$ cat src/rtl/mips_muldiv.sv
// mips_muldiv: multi-cycle HI/LO multiply/divide unit (MULT/MULTU/DIV/DIVU/MTHI/MTLO).
// Define MULDIV_FAST_MUL_EN for a single-cycle multiplier; division is unchanged.
module mips_muldiv #(
  parameter int WIDTH = 32
) (
  input  logic             clk,
  input  logic             rst_b,
  input  logic             start,
  input  logic [2:0]       op,
  input  logic [WIDTH-1:0] rs_data,
  input  logic [WIDTH-1:0] rt_data,
  output logic             busy,
  output logic             done,
  output logic [WIDTH-1:0] hi,
  output logic [WIDTH-1:0] lo
);
  localparam int CW = $clog2(WIDTH + 1);
  typedef enum logic [1:0] {IDLE, MUL, DIV, FIX} state_t;
  state_t state, state_n;
  logic [CW-1:0] cnt;
  logic [2*WIDTH-1:0] acc, prod;
  logic [WIDTH:0] rem, sum, shl, diff;
  logic [WIDTH-1:0] b, rs_abs, rt_abs, quo, rmd;
  logic neg_q, neg_r, is_div, dz, accept, sgn, rs_neg, rt_neg, mul_op, div_op;
  assign busy = state != IDLE;
  always_comb begin
    accept = start && state == IDLE;
    mul_op = op[2:1] == 2'd0;
    div_op = op[2:1] == 2'd1;
    sgn    = op == 3'd0 || op == 3'd2;
    rs_neg = sgn && rs_data[WIDTH-1];
    rt_neg = sgn && rt_data[WIDTH-1];
    rs_abs = rs_neg ? -rs_data : rs_data;
    rt_abs = rt_neg ? -rt_data : rt_data;
    // Shift-add: multiplier sits in acc's low half and shifts out LSB first.
    sum    = {1'b0, acc[2*WIDTH-1:WIDTH]} + (acc[0] ? {1'b0, b} : '0);
    // Restoring step: dividend bits shift out of acc into the partial remainder.
    shl    = {rem[WIDTH-1:0], acc[WIDTH-1]};
    diff   = shl - {1'b0, b};
    prod   = neg_q ? -acc : acc;
    quo    = dz ? '1 : neg_q ? -acc[WIDTH-1:0] : acc[WIDTH-1:0];
    rmd    = neg_r ? -rem[WIDTH-1:0] : rem[WIDTH-1:0];
    state_n = state;
    unique case (state)
`ifdef MULDIV_FAST_MUL_EN
      IDLE: state_n = (accept && mul_op) ? FIX : (accept && div_op) ? DIV : IDLE;
`else
      IDLE: state_n = (accept && mul_op) ? MUL : (accept && div_op) ? DIV : IDLE;
`endif
      MUL, DIV: state_n = (cnt == CW'(1)) ? FIX : state;
      FIX: state_n = IDLE;
    endcase
  end
  always_ff @(posedge clk) begin
    if (!rst_b) begin
      state <= IDLE;
      cnt   <= '0;
      hi    <= '0;
      lo    <= '0;
      done  <= 1'b0;
    end else begin
      state <= state_n;
      done  <= state == FIX;
      if (accept && op == 3'd4) hi <= rs_data;
      if (accept && op == 3'd5) lo <= rs_data;
      if (accept && (mul_op || div_op)) begin
        neg_q  <= rs_neg ^ rt_neg;
        neg_r  <= rs_neg;
        is_div <= div_op;
        dz     <= div_op && rt_data == '0;
        b      <= div_op ? rt_abs : rs_abs;
        rem    <= '0;
        cnt    <= CW'(WIDTH);
`ifdef MULDIV_FAST_MUL_EN
        acc    <= div_op ? {{WIDTH{1'b0}}, rs_abs}
                         : {{WIDTH{1'b0}}, rs_abs} * {{WIDTH{1'b0}}, rt_abs};
`else
        acc    <= {{WIDTH{1'b0}}, div_op ? rs_abs : rt_abs};
`endif
      end
      if (state == MUL) begin
        acc <= {sum, acc[WIDTH-1:1]};
        cnt <= cnt - CW'(1);
      end
      if (state == DIV) begin
        rem <= diff[WIDTH] ? shl : diff;
        acc[WIDTH-1:0] <= {acc[WIDTH-2:0], ~diff[WIDTH]};
        cnt <= cnt - CW'(1);
      end
      if (state == FIX) begin
        hi <= is_div ? rmd : prod[2*WIDTH-1:WIDTH];
        lo <= is_div ? quo : prod[WIDTH-1:0];
      end
    end
  end
endmodule

$ cat config.mk
export PLATFORM = sky130hd
export DESIGN_NAME = mips_muldiv
export DESIGN_NICKNAME = d
export VERILOG_FILES = /design/src/rtl/mips_muldiv.sv
export SDC_FILE = /design/constraint.sdc
export NUM_CORES = 1
export LEC_CHECK = 0
export CAP_MARGIN = 10
export CELL_PAD_IN_SITES_DETAIL_PLACEMENT = 2
export CELL_PAD_IN_SITES_GLOBAL_PLACEMENT = 2
export CORE_UTILIZATION = 40
export CTS_CLUSTER_SIZE = 12
export DETAILED_ROUTE_END_ITERATION = 16
export PLACE_DENSITY = 0.9
export SLEW_MARGIN = 20
export SYNTH_ARGS = -nofsm -noshare
export SYNTH_HDL_FRONTEND = slang
export SYNTH_SLANG_ARGS = --single-unit
$ cat constraint.sdc
create_clock -name clk -period 12.38 [get_ports clk]
set_clock_uncertainty 0.1 [all_clocks]
set_input_delay 2.476 -clock clk [delete_from_list [all_inputs] [get_ports clk]]
set_output_delay 2.476 -clock clk [all_outputs]
set_load 0.02 [all_outputs]
==> results of run 1 <==
## area by class of cell
| class | count | area share |
|---|---|---|
| diodes | 3 | 0.000397 |
| clock inverters | 11 | 0.00821 |
| repair buffers | 156 | 0.0799 |
| flip-flops and latches | 205 | 0.287 |
| clock buffers | 34 | 0.0375 |
| well taps | 525 | 0.0348 |
| multi-input cells | 1470 | 0.532 |
| inverters | 100 | 0.0199 |
## worst reg2reg max path: stages (launching register included)
cell	delay, ps
edfxtp_1	570
inv_1	180
ha_1	220
fa_1	240
nand2b_1	150
a21oi_1	130
o21ai_1	460
nand3_1	210
a221oi_1	660
o211ai_1	270
o311ai_4	130
buf_4	550
nand2_1	490
o21ai_0	270
## worst paths after layout
| kind | slack (ps) | cells after the start | to | startpoint |
|---|---|---|---|---|
| setup / recovery | 6510 | 10 | acc[27]$_DFFE_PP_ | rs_data[14] |
| hold / removal | 370 | 1 | cnt[4]$_SDFFE_PN0N_ | cnt[4]$_SDFFE_PN0N_ |
| setup reg to reg | 7530 | 13 | acc[0]$_DFFE_PP_ | acc[31]$_DFFE_PP_ |
| hold reg to reg | 370 | 1 | cnt[4]$_SDFFE_PN0N_ | cnt[4]$_SDFFE_PN0N_ |
## cells by family (layout without fill, tap and decap cells)
logic type	Yosys count	after routing	share of synthesized area
compound gates	558	558	0.222
xor+xnor	199	199	0.108
fa+ha+maj	77	77	0.0604
buf+inv	200	301	0.0480
flops	205	205	0.335
mux	96	96	0.0607
other cells	0	3	0
simple gates	540	540	0.166
## through the flow
step	setup slack, ps	area, µm²
2_1_floorplan	6340	16200
4_1_cts	6650	18900
3_5_place_dp	6380	18000
6_report	6510	18900
5_1_grt	6500	18900
3_3_place_gp	6530	18000
## Yosys cell counts, types with 44 or more instances
cell type / n
nor2_1: 190
a21oi_1: 163
edfxtp_1: 132
xnor2_1: 126
o21ai_0: 113
nand2_1: 107
inv_1: 98
clkbuf_1: 86
mux2i_1: 78
ha_1: 75
dfxtp_1: 73
xor2_1: 73
a211oi_1: 67
and2_1: 44
## sequential cells by signal (all words and copies together) (netlist names), 2 cells and up
| name | flops |
|---|---|
| b | 32 |
| hi | 32 |
| lo | 32 |
| cnt | 6 |
| acc | 64 |
| state | 2 |
| rem | 32 |
## layout by cell type, fill, tap and decap left out, types with 78 or more instances in the layout
cell type / count
nand2_1: 106
o21ai_0: 113
mux2i_1: 78
inv_1: 97
xnor2_1: 126
a21oi_1: 162
nor2_1: 187
clkdlybuf4s50_1: 135
edfxtp_1: 132
## routing by layer
| metal | vias to the layer above | track usage |
|---|---|---|
| li1 | 7048 | - |
| met1 | 8681 | 0.489 |
| met2 | 1042 | 0.658 |
| met3 | 306 | 0.0732 |
| met4 | 4 | 0.200 |
| met5 | - | 0 |
## power by group through the flow
stage | combinational (mW) | clock, mW | sequential (mW)
6_report | 1.29 | 0.829 | 1.04
5_1_grt | 1.36 | 0.851 | 1.04
4_1_cts | 1.26 | 0.832 | 1.03
3_5_place_dp | 1.20 | 0 | 1.03
3_3_place_gp | 1.11 | 0 | 1.02
2_1_floorplan | 0.794 | 0 | 0.986
==> results by group, run 1 <==
Yosys
  – Unique cell type count in the Yosys netlist: 76
  – FFs w/ async S/R, synth: 0
  – Main synth FF type: edfxtp_1
  – Syn Nets: 2022
  – Share of the synthesized area in the top cell type: 0.245
  – Gate count of the mapped netlist: 1875
  – Synth top area cells: edfxtp_1 24%, dfxtp_1 9.0%, xnor2_1 6.8%
  – YS warnings: 0
  – Flops & latches, synth: 205
  – Average size of a mapped cell: 8.63 µm²
  – Sequential fraction of the synthesis area: 0.335
  – Post-synth EDFFs: 132
  – Synth area leader: edfxtp_1
  – Synthesized area: 0.0162 mm²

CTS
  – CTS Buf Count: 25
  – Hold_buf cts: 0
  – Worst skew pair latency: 560 ps
  – Sink Count: 205
  – Clock slew at reported path FFs: 70 ps
  – Clock buffer depth: 3
  – H-tree lvl count: 1
  – Setup bufs post-CTS: 0
  – Number of gates resized after cts: 0
  – CTS tree: done
  – Root buffer cell: clkbuf_16

Drt
  – Top Layer Used: met5
  – WL met2: 38600 µm
  – DRC viols: 0
  – Antenna violation net count after detailed routing: 0
  – WL per Instance: 32.9 µm
  – M1 wire length: 31900 µm
  – Via count: 17100
  – WL final: 82400 µm
  – Routed wl met3: 7110 µm
  – DRT iter0 DRCs: 1595
  – Detailed Routing Iterations Pass 1: 5
  – DR vias/cell: 6.82

Timing
  – Worst-Margin Slew: 1130 ps
  – Hold_ws: 372 ps
  – Fin crit share: 0.474
  – Setup TNS: 0 ps
  – Setup violators final: 0
  – Max Transition Viols Final: 0
  – Min cycle time layout: 5870 ps
  – Max_slew headroom: 0.243
  – RSZ-0062 raised after global routing: no
  – Highest Clock Rate: 170 MHz
  – Final Hold Fails: 0

Global route
  – Total grt overflow: 0
  – Initial antenna violation count: 7
  – First-pass GRT wire length: 123000 µm
  – All-Layer GR Usage: 0.396
  – Largest net degree at the start of global routing: 72
  – Vias in the first global route: 18200

Power
  – Comb pwr share: 0.410
  – Leakage: 7.22 nW
  – Switching share of power: 0.424
  – Sequential Power Share: 0.328
  – Maximum vdd drop: 0.104 mV
  – Switch Pwr: 1.34 mW
  – Tot Pwr: 3.16 mW
  – Power density cells: 167 mW/mm²
  – Pint: 1.82 mW
  – Clk pwr share: 0.262

Worst setup path
  – Data required, critical path: 12560 ps
  – Delay-heaviest family, CP: simple AND/OR/NAND/NOR gates
  – CP peak stage delay: 680 ps
  – Crit path launch type: input pin
  – Crit. End Element: flip-flop
  – Worst-path fanout max: 6
  – Slowest cell on the critical path: or4_1
  – Buffer and inverter count on the worst path: 1
  – Crit-path cells: clkdlybuf4s50_1 -> or4_1 -> nor4_1 -> nand4_1 -> nor3_1 -> a21oi_1 -> xnor2_1 -> a211oi_1 -> a211oi_1 -> a21oi_1
  – Critical Path AT: 6050 ps
  – Setup Crit Path Kind: in2reg

Job
  – MaxCap Viol Count: 0

Final layout
  – NumNets Final: 2105
  – Fin util: 0.474
  – Register area: 0.00543 mm²
  – Fill cells: 4266
  – Multi-input logic area: 0.0101 mm²
  – Post-route insts no fill: 2504
  – Syn-to-layout area delta: 16.7%
  – Share of layout cells above drive strength 1: 0.0602

Place
  – HPWL Detailed: 56700 µm
  – RePlAce Congestion: 0.917
  – Placed cells: 2456
  – Port bufs: 135

Die
  – Die span in y: 203 µm
  – Row count: 73
  – Die W: 203 µm
  – Starting Density: 0.407
  – # IOs: 136
  – Core area: 0.0398 mm²
  – Die area: 0.0413 mm²

Worst hold path
  – Hold crit path type: reg2reg

Status
  – Status: finished clean
Note: power is estimated with default switching activity, not from simulation.
==> inputs of run 2 (changes only) <==
CORE_UTILIZATION = 37   (was 40)
PLACE_DENSITY = 0.84   (was 0.9)
clock period = 6 ns   (was 12.38 ns; I/O delays follow)
==> results by group, run 2 (same netlist as run 1, synthesis figures left out) <==
Final layout
  – Post-route insts no fill: 2565 (was 2504)
  – Register area: 0.00543 mm² (unchanged)
  – NumNets Final: 2108 (was 2105)
  – Commonest non-fill, non-tap cell in the layout: nor2_1 (unchanged)
  – Largest Register: acc (unchanged)
  – Commonest non-fill, non-tap cells in the layout: 187 x nor2_1, 162 x a21oi_1, 135 x clkdlybuf4s50_1 (unchanged)
  – Syn-to-layout area delta: 17.2% (was 16.7%)
  – Share of layout cells above drive strength 1: 0.0616 (was 0.0602)
  – Number of flip-flops in the largest register: 64 (unchanged)
  – Final non-filler cell area: 0.0190 mm² (was 0.0189 mm²)
  – Fill cells: 4652 (was 4266)
  – Multi-input logic area: 0.0101 mm² (unchanged)

Timing
  – Min cycle time layout: 4930 ps
  – Fin crit share: 0.822
  – Worst Slack Setup Final: 1070 ps (was 6510 ps)
  – Setup violators final: 0 (unchanged)
  – Final Hold Fails: 0 (unchanged)
  – RSZ-0062 raised after global routing: no (unchanged)
  – Highest Clock Rate: 203 MHz
  – Worst-Margin Slew: 1120 ps (was 1130 ps)
  – Setup TNS: 0 ps (unchanged)
  – Max Transition Viols Final: 0 (unchanged)
  – Max_slew headroom: 0.249 (was 0.243)

Global route
  – First-pass GRT wire length: 107000 µm (was 123000 µm)
  – Most used routing layer: met2 (unchanged)
  – Vias in the first global route: 16800 (was 18200)
  – Initial antenna violation count: 3 (was 7)
  – Total grt overflow: 0 (unchanged)
  – All-Layer GR Usage: 0.319 (was 0.396)
  – Routing usage on met2: 0.524 (was 0.658)
  – GR met1 Demand/Resource: 0.422 (was 0.489)
  – Met3 GRT Util: 0.0416 (was 0.0732)
  – Largest net degree at the start of global routing: 75 (was 72)

Status
  – Status: finished clean (unchanged)

Place
  – RePlAce Congestion: 0.921 (was 0.917)
  – HPWL Detailed: 54200 µm (was 56700 µm)
  – Placed cells: 2519 (was 2456)
  – DP Area: 0.0181 mm² (was 0.0180 mm²)
  – Pre-CTS WS: 1150 ps (was 6380 ps)
  – Port bufs: 135 (unchanged)

Worst setup path
  – Data required, critical path: 6200 ps (was 12560 ps)
  – Crit. End Element: flip-flop (unchanged)
  – Critical Path AT: 5140 ps (was 6050 ps)
  – Slowest cell on the critical path: a2111oi_0 (was or4_1)
  – Worst reg-to-reg setup slack: 1070 ps (was 7530 ps)
  – Crit-path cells: clkinv_1 -> buf_4 -> nor2_1 -> ha_1 -> a21o_1 -> a21oi_1 -> o21ai_0 -> a31oi_1 -> o21ai_0 -> a2111oi_0 -> nor3_1 -> xor2_1 -> and2_1 (was clkdlybuf4s50_1 -> or4_1 -> nor4_1 -> nand4_1 -> nor3_1 -> a21oi_1 -> xnor2_1 -> a211oi_1 -> a211oi_1 -> a21oi_1)
  – CP dominant cell by count: o21ai_0
  – Buffer and inverter count on the worst path: 2 (was 1)
  – Crit path launch type: flip-flop (was input pin)
  – Setup Crit Path Kind: reg2reg (was in2reg)
  – Delay-heaviest family, CP: compound AO/OA/AOI/OAI gates (was simple AND/OR/NAND/NOR gates)
  – CP peak stage delay: 800 ps (was 680 ps)
  – Worst-path fanout max: 31 (was 6)

Die
  – Die W: 211 µm (was 203 µm)
  – Die span in y: 211 µm (was 203 µm)
  – # IOs: 136 (unchanged)
  – Starting Density: 0.376 (was 0.407)
  – Die area: 0.0446 mm² (was 0.0413 mm²)
  – Core area: 0.0431 mm² (was 0.0398 mm²)
  – Row count: 76 (was 73)

Drt
  – DRT iter0 DRCs: 1157 (was 1595)
  – Antenna violation net count after detailed routing: 0 (unchanged)
  – WL per Instance: 28.1 µm (was 32.9 µm)
  – WL final: 72100 µm (was 82400 µm)
  – DRC viols: 0 (unchanged)
  – Via count: 15900 (was 17100)
  – DR vias/cell: 6.19 (was 6.82)
  – Detailed Routing Iterations Pass 1: 5 (unchanged)

CTS
  – Clock slew at reported path FFs: 60 ps (was 70 ps)
  – H-tree lvl count: 1 (unchanged)
  – Root buffer cell: clkbuf_16 (unchanged)
  – Sink Count: 205 (unchanged)
  – Setup bufs post-CTS: 0 (unchanged)
  – CTS Buf Count: 25 (unchanged)
  – CTS tree: done (unchanged)
  – Worst skew pair latency: 550 ps (was 560 ps)
  – Clock buffer depth: 3 (unchanged)
  – Number of gates resized after cts: 0 (unchanged)
  – Hold_buf cts: 0 (unchanged)

Worst hold path
  – Hold crit path type: reg2reg (unchanged)

Job
  – MaxCap Viol Count: 0 (unchanged)

Power
  – Leakage: 7.23 nW (was 7.22 nW)
  – Power density cells: 332 mW/mm² (was 167 mW/mm²)
  – Maximum vdd drop: 0.169 mV (was 0.104 mV)
[run 2: worst register-to-register path, delay by kind of cell (launching register included)]
family / cells / cell delay (ps)
compound gates: 6 / 2240
xor+xnor: 1 / 180
fa+ha+maj: 1 / 300
buf+inv: 2 / 640
simple gates: 3 / 650
flops: 1 / 590
[run 2: final timing paths]
check | start | end | cells after the start
worst min register to register | cnt[4]$_SDFFE_PN0N_ | cnt[4]$_SDFFE_PN0N_ | 1
worst max register to register | acc[0]$_DFFE_PP_ | acc[48]$_SDFFCE_PN0P_ | 13
worst max-delay path | acc[0]$_DFFE_PP_ | acc[48]$_SDFFCE_PN0P_ | 13
worst min-delay path | cnt[4]$_SDFFE_PN0N_ | cnt[4]$_SDFFE_PN0N_ | 1
[run 2: where the power goes]
| group | internal, mW | total, mW | switching [mW] | leakage, nW |
|---|---|---|---|---|
| Clock | 0.977 | 1.65 | 0.674 | 0.426 |
| Combinational | 0.961 | 2.53 | 1.57 | 4.98 |
| Sequential | 1.80 | 2.11 | 0.309 | 1.82 |
[run 2: final cells by class]
type,count,area share
multi-input cells,1470,0.530
clock buffers,35,0.0387
well taps,585,0.0386
flip-flops and latches,205,0.286
inverters,100,0.0198
repair buffers,159,0.0807
clock inverters,10,0.00646
diodes,1,0.000132
[run 2: metal layers]
layer	up-vias	routed length, µm
met5	-	0
met4	0	3020
met3	146	4580
met2	568	33500
met1	8102	31000
li1	7049	-
[run 2: stage by stage]
step	hold WS [ps]	utilization	total power [mW]
6_report	373	0.441	6.29
5_1_grt	405	0.441	6.54
4_1_cts	382	0.440	6.27
3_5_place_dp	366	0.420	4.57
3_3_place_gp	341	0.420	4.43
2_1_floorplan	323	-	3.67
==> inputs of run 3 (changes only) <==
CORE_UTILIZATION = 33   (was 37)
PLACE_DENSITY = 0.79   (was 0.84)
clock period = 4.25 ns   (was 6 ns; I/O delays follow)
==> results by group, run 3 (same netlist as run 1, synthesis figures left out) <==
Final layout
  – Inserted Diodes: 0 (was 1)
  – Largest Register: acc (unchanged)
  – Number of flip-flops in the largest register: 64 (unchanged)
  – Commonest non-fill, non-tap cells in the layout: 187 x nor2_1, 162 x a21oi_1, 135 x clkdlybuf4s50_1 (unchanged)
  – NumNets Final: 2159 (was 2108)
  – Final non-filler cell area: 0.0194 mm² (was 0.0190 mm²)
  – Share of layout cells above drive strength 1: 0.0827 (was 0.0616)
  – Fin util: 0.405 (was 0.441)
  – Syn-to-layout area delta: 20.1% (was 17.2%)
  – Commonest non-fill, non-tap cell in the layout: nor2_1 (unchanged)

Drt
  – WL final: 69900 µm (was 72100 µm)
  – Detailed Routing Iterations Pass 1: 5 (unchanged)
  – Via count: 15700 (was 15900)
  – DRT iter0 DRCs: 1006 (was 1157)
  – DRC viols: 0 (unchanged)
  – WL per Instance: 26.4 µm (was 28.1 µm)
  – Antenna violation net count after detailed routing: 0 (unchanged)
  – DR vias/cell: 5.95 (was 6.19)

Power
  – Clk pwr share: 0.258 (was 0.262)
  – Power density cells: 453 mW/mm² (was 332 mW/mm²)
  – Sequential Power Share: 0.333 (was 0.335)
  – Maximum vdd drop: 0.298 mV (was 0.169 mV)
  – Pint: 5.31 mW (was 3.74 mW)
  – Comb pwr share: 0.409 (was 0.402)
  – Switch Pwr: 3.49 mW (was 2.55 mW)
  – Leakage: 7.49 nW (was 7.23 nW)
  – Switching share of power: 0.397 (was 0.406)

CTS
  – Worst skew pair latency: 560 ps (was 550 ps)
  – H-tree lvl count: 1 (unchanged)
  – CTS tree: done (unchanged)
  – Sink Count: 205 (unchanged)
  – CTS Buf Count: 26 (was 25)
  – Root buffer cell: clkbuf_16 (unchanged)
  – Number of gates resized after cts: 0 (unchanged)
  – Hold_buf cts: 0 (unchanged)
  – Setup bufs post-CTS: 0 (unchanged)
  – Clock buffer depth: 3 (unchanged)
  – Clock slew at reported path FFs: 60 ps (about the same)

Place
  – DP Area: 0.0186 mm² (was 0.0181 mm²)
  – Port bufs: 135 (unchanged)
  – RePlAce Congestion: 0.922 (was 0.921)
  – HPWL Detailed: 53900 µm (was 54200 µm)
  – Pre-CTS WS: 130 ps (was 1150 ps)

Global route
  – First-pass GRT wire length: 106000 µm (was 107000 µm)
  – Total grt overflow: 0 (unchanged)
  – Largest net degree at the start of global routing: 67 (was 75)
  – Vias in the first global route: 16900 (was 16800)
  – All-Layer GR Usage: 0.279 (was 0.319)
  – Initial antenna violation count: 2 (was 3)

Timing
  – Setup TNS: 0 ps (unchanged)
  – Fin crit share: 0.913 (was 0.822)
  – RSZ-0062 raised after global routing: no (unchanged)
  – Highest Clock Rate: 258 MHz (was 203 MHz)
  – Worst-Margin Slew: 1030 ps (was 1120 ps)
  – Hold_ws: 365 ps (was 373 ps)
  – Max Transition Viols Final: 0 (unchanged)
  – Worst Slack Setup Final: 371 ps (was 1070 ps)
  – Final Hold Fails: 0 (unchanged)
  – Setup violators final: 0 (unchanged)
  – Min cycle time layout: 3880 ps (was 4930 ps)
  – Max_slew headroom: 0.308 (was 0.249)

Worst setup path
  – Data required, critical path: 4550 ps (was 6200 ps)
  – Critical Path AT: 4180 ps (was 5140 ps)
  – Crit path launch type: flip-flop (unchanged)
  – Crit. End Element: flip-flop (unchanged)
  – Worst-path fanout max: 30 (was 31)
  – Setup Crit Path Kind: reg2reg (unchanged)

Die
  – # IOs: 136 (unchanged)
  – Row count: 80 (was 76)
  – Starting Density: 0.337 (was 0.376)
  – Die area: 0.0499 mm² (was 0.0446 mm²)
  – Die span in y: 223 µm (was 211 µm)
  – Die W: 223 µm (was 211 µm)
  – Core area: 0.0480 mm² (was 0.0431 mm²)

Job
  – MaxCap Viol Count: 0 (unchanged)

Status
  – Status: finished clean (unchanged)

Worst hold path
  – Hold crit path type: reg2reg (unchanged)
## run 3: cell types whose count changed in the layout (fill, tap and decap cells not counted), moves of 2 or more
| cell | before | now |
|---|---|---|
| clkinv_1 | 3 | 5 |
| clkinv_2 | 5 | 3 |
| clkbuf_1 | 4 | 8 |
| buf_12 | 0 | 5 |
| buf_4 | 24 | 69 |
## run 3: critical path, cell delays in order, from the launching register on
cell and delay [ps]:
edfxtp_1 450, clkinv_1 240, buf_12 240, nor2_1 120, ha_1 330, a21o_1 210
a21o_1 170, a21oi_1 180, o21ai_0 180, a31oi_1 270, o21ai_0 190, a311o_1 410
a311oi_1 370, mux2i_1 240
## run 3: routing by layer
metal,global-route usage,routed length (µm),vias up,share of wire
li1,-,-,7147,-
met1,0.374,31200,8045,0.45
met2,0.468,33000,452,0.47
met3,0.0329,3700,96,0.053
met4,0.0822,1950,0,0.028
met5,0,0,-,0
## run 3: path summary, 6_finish.rpt
| kind | startpoint | end | slack (ps) | cells after the start |
|---|---|---|---|---|
| hold reg to reg | cnt[4]$_SDFFE_PN0N_ | cnt[4]$_SDFFE_PN0N_ | 360 | 1 |
| hold / removal | cnt[4]$_SDFFE_PN0N_ | cnt[4]$_SDFFE_PN0N_ | 360 | 1 |
| setup reg to reg | acc[0]$_DFFE_PP_ | acc[62]$_SDFFCE_PN0P_ | 370 | 13 |
| setup / recovery | acc[0]$_DFFE_PP_ | acc[62]$_SDFFCE_PN0P_ | 370 | 13 |
## run 3: power groups by stage
stage	combinational [mW]	clock, mW	sequential (mW)
final	3.60	2.27	2.93
after global routing	3.91	2.37	2.97
after CTS	3.59	2.29	2.93
after detailed placement	3.53	0	2.96
after global placement	3.37	0	2.94
after floorplan	2.31	0	2.87
## run 3: metrics by stage
stage / total power, mW / cells
after floorplan: 5.19 / 1875
after global placement: 6.30 / 2599
after detailed placement: 6.49 / 2599
after CTS: 8.80 / 2647
after global routing: 9.25 / 2647
final: 8.81 / 2647
## run 3: area by class of cell
class                           count  area (µm²)
Fill cell                        5380       28600
Multi-Input combinational cell   1470       10100
Sequential cell                   205        5430
Timing Repair Buffer              209        1970
Tap cell                          615         769
Clock buffer                       39         761
Inverter                          100         375
Clock inverter                      9        90.1
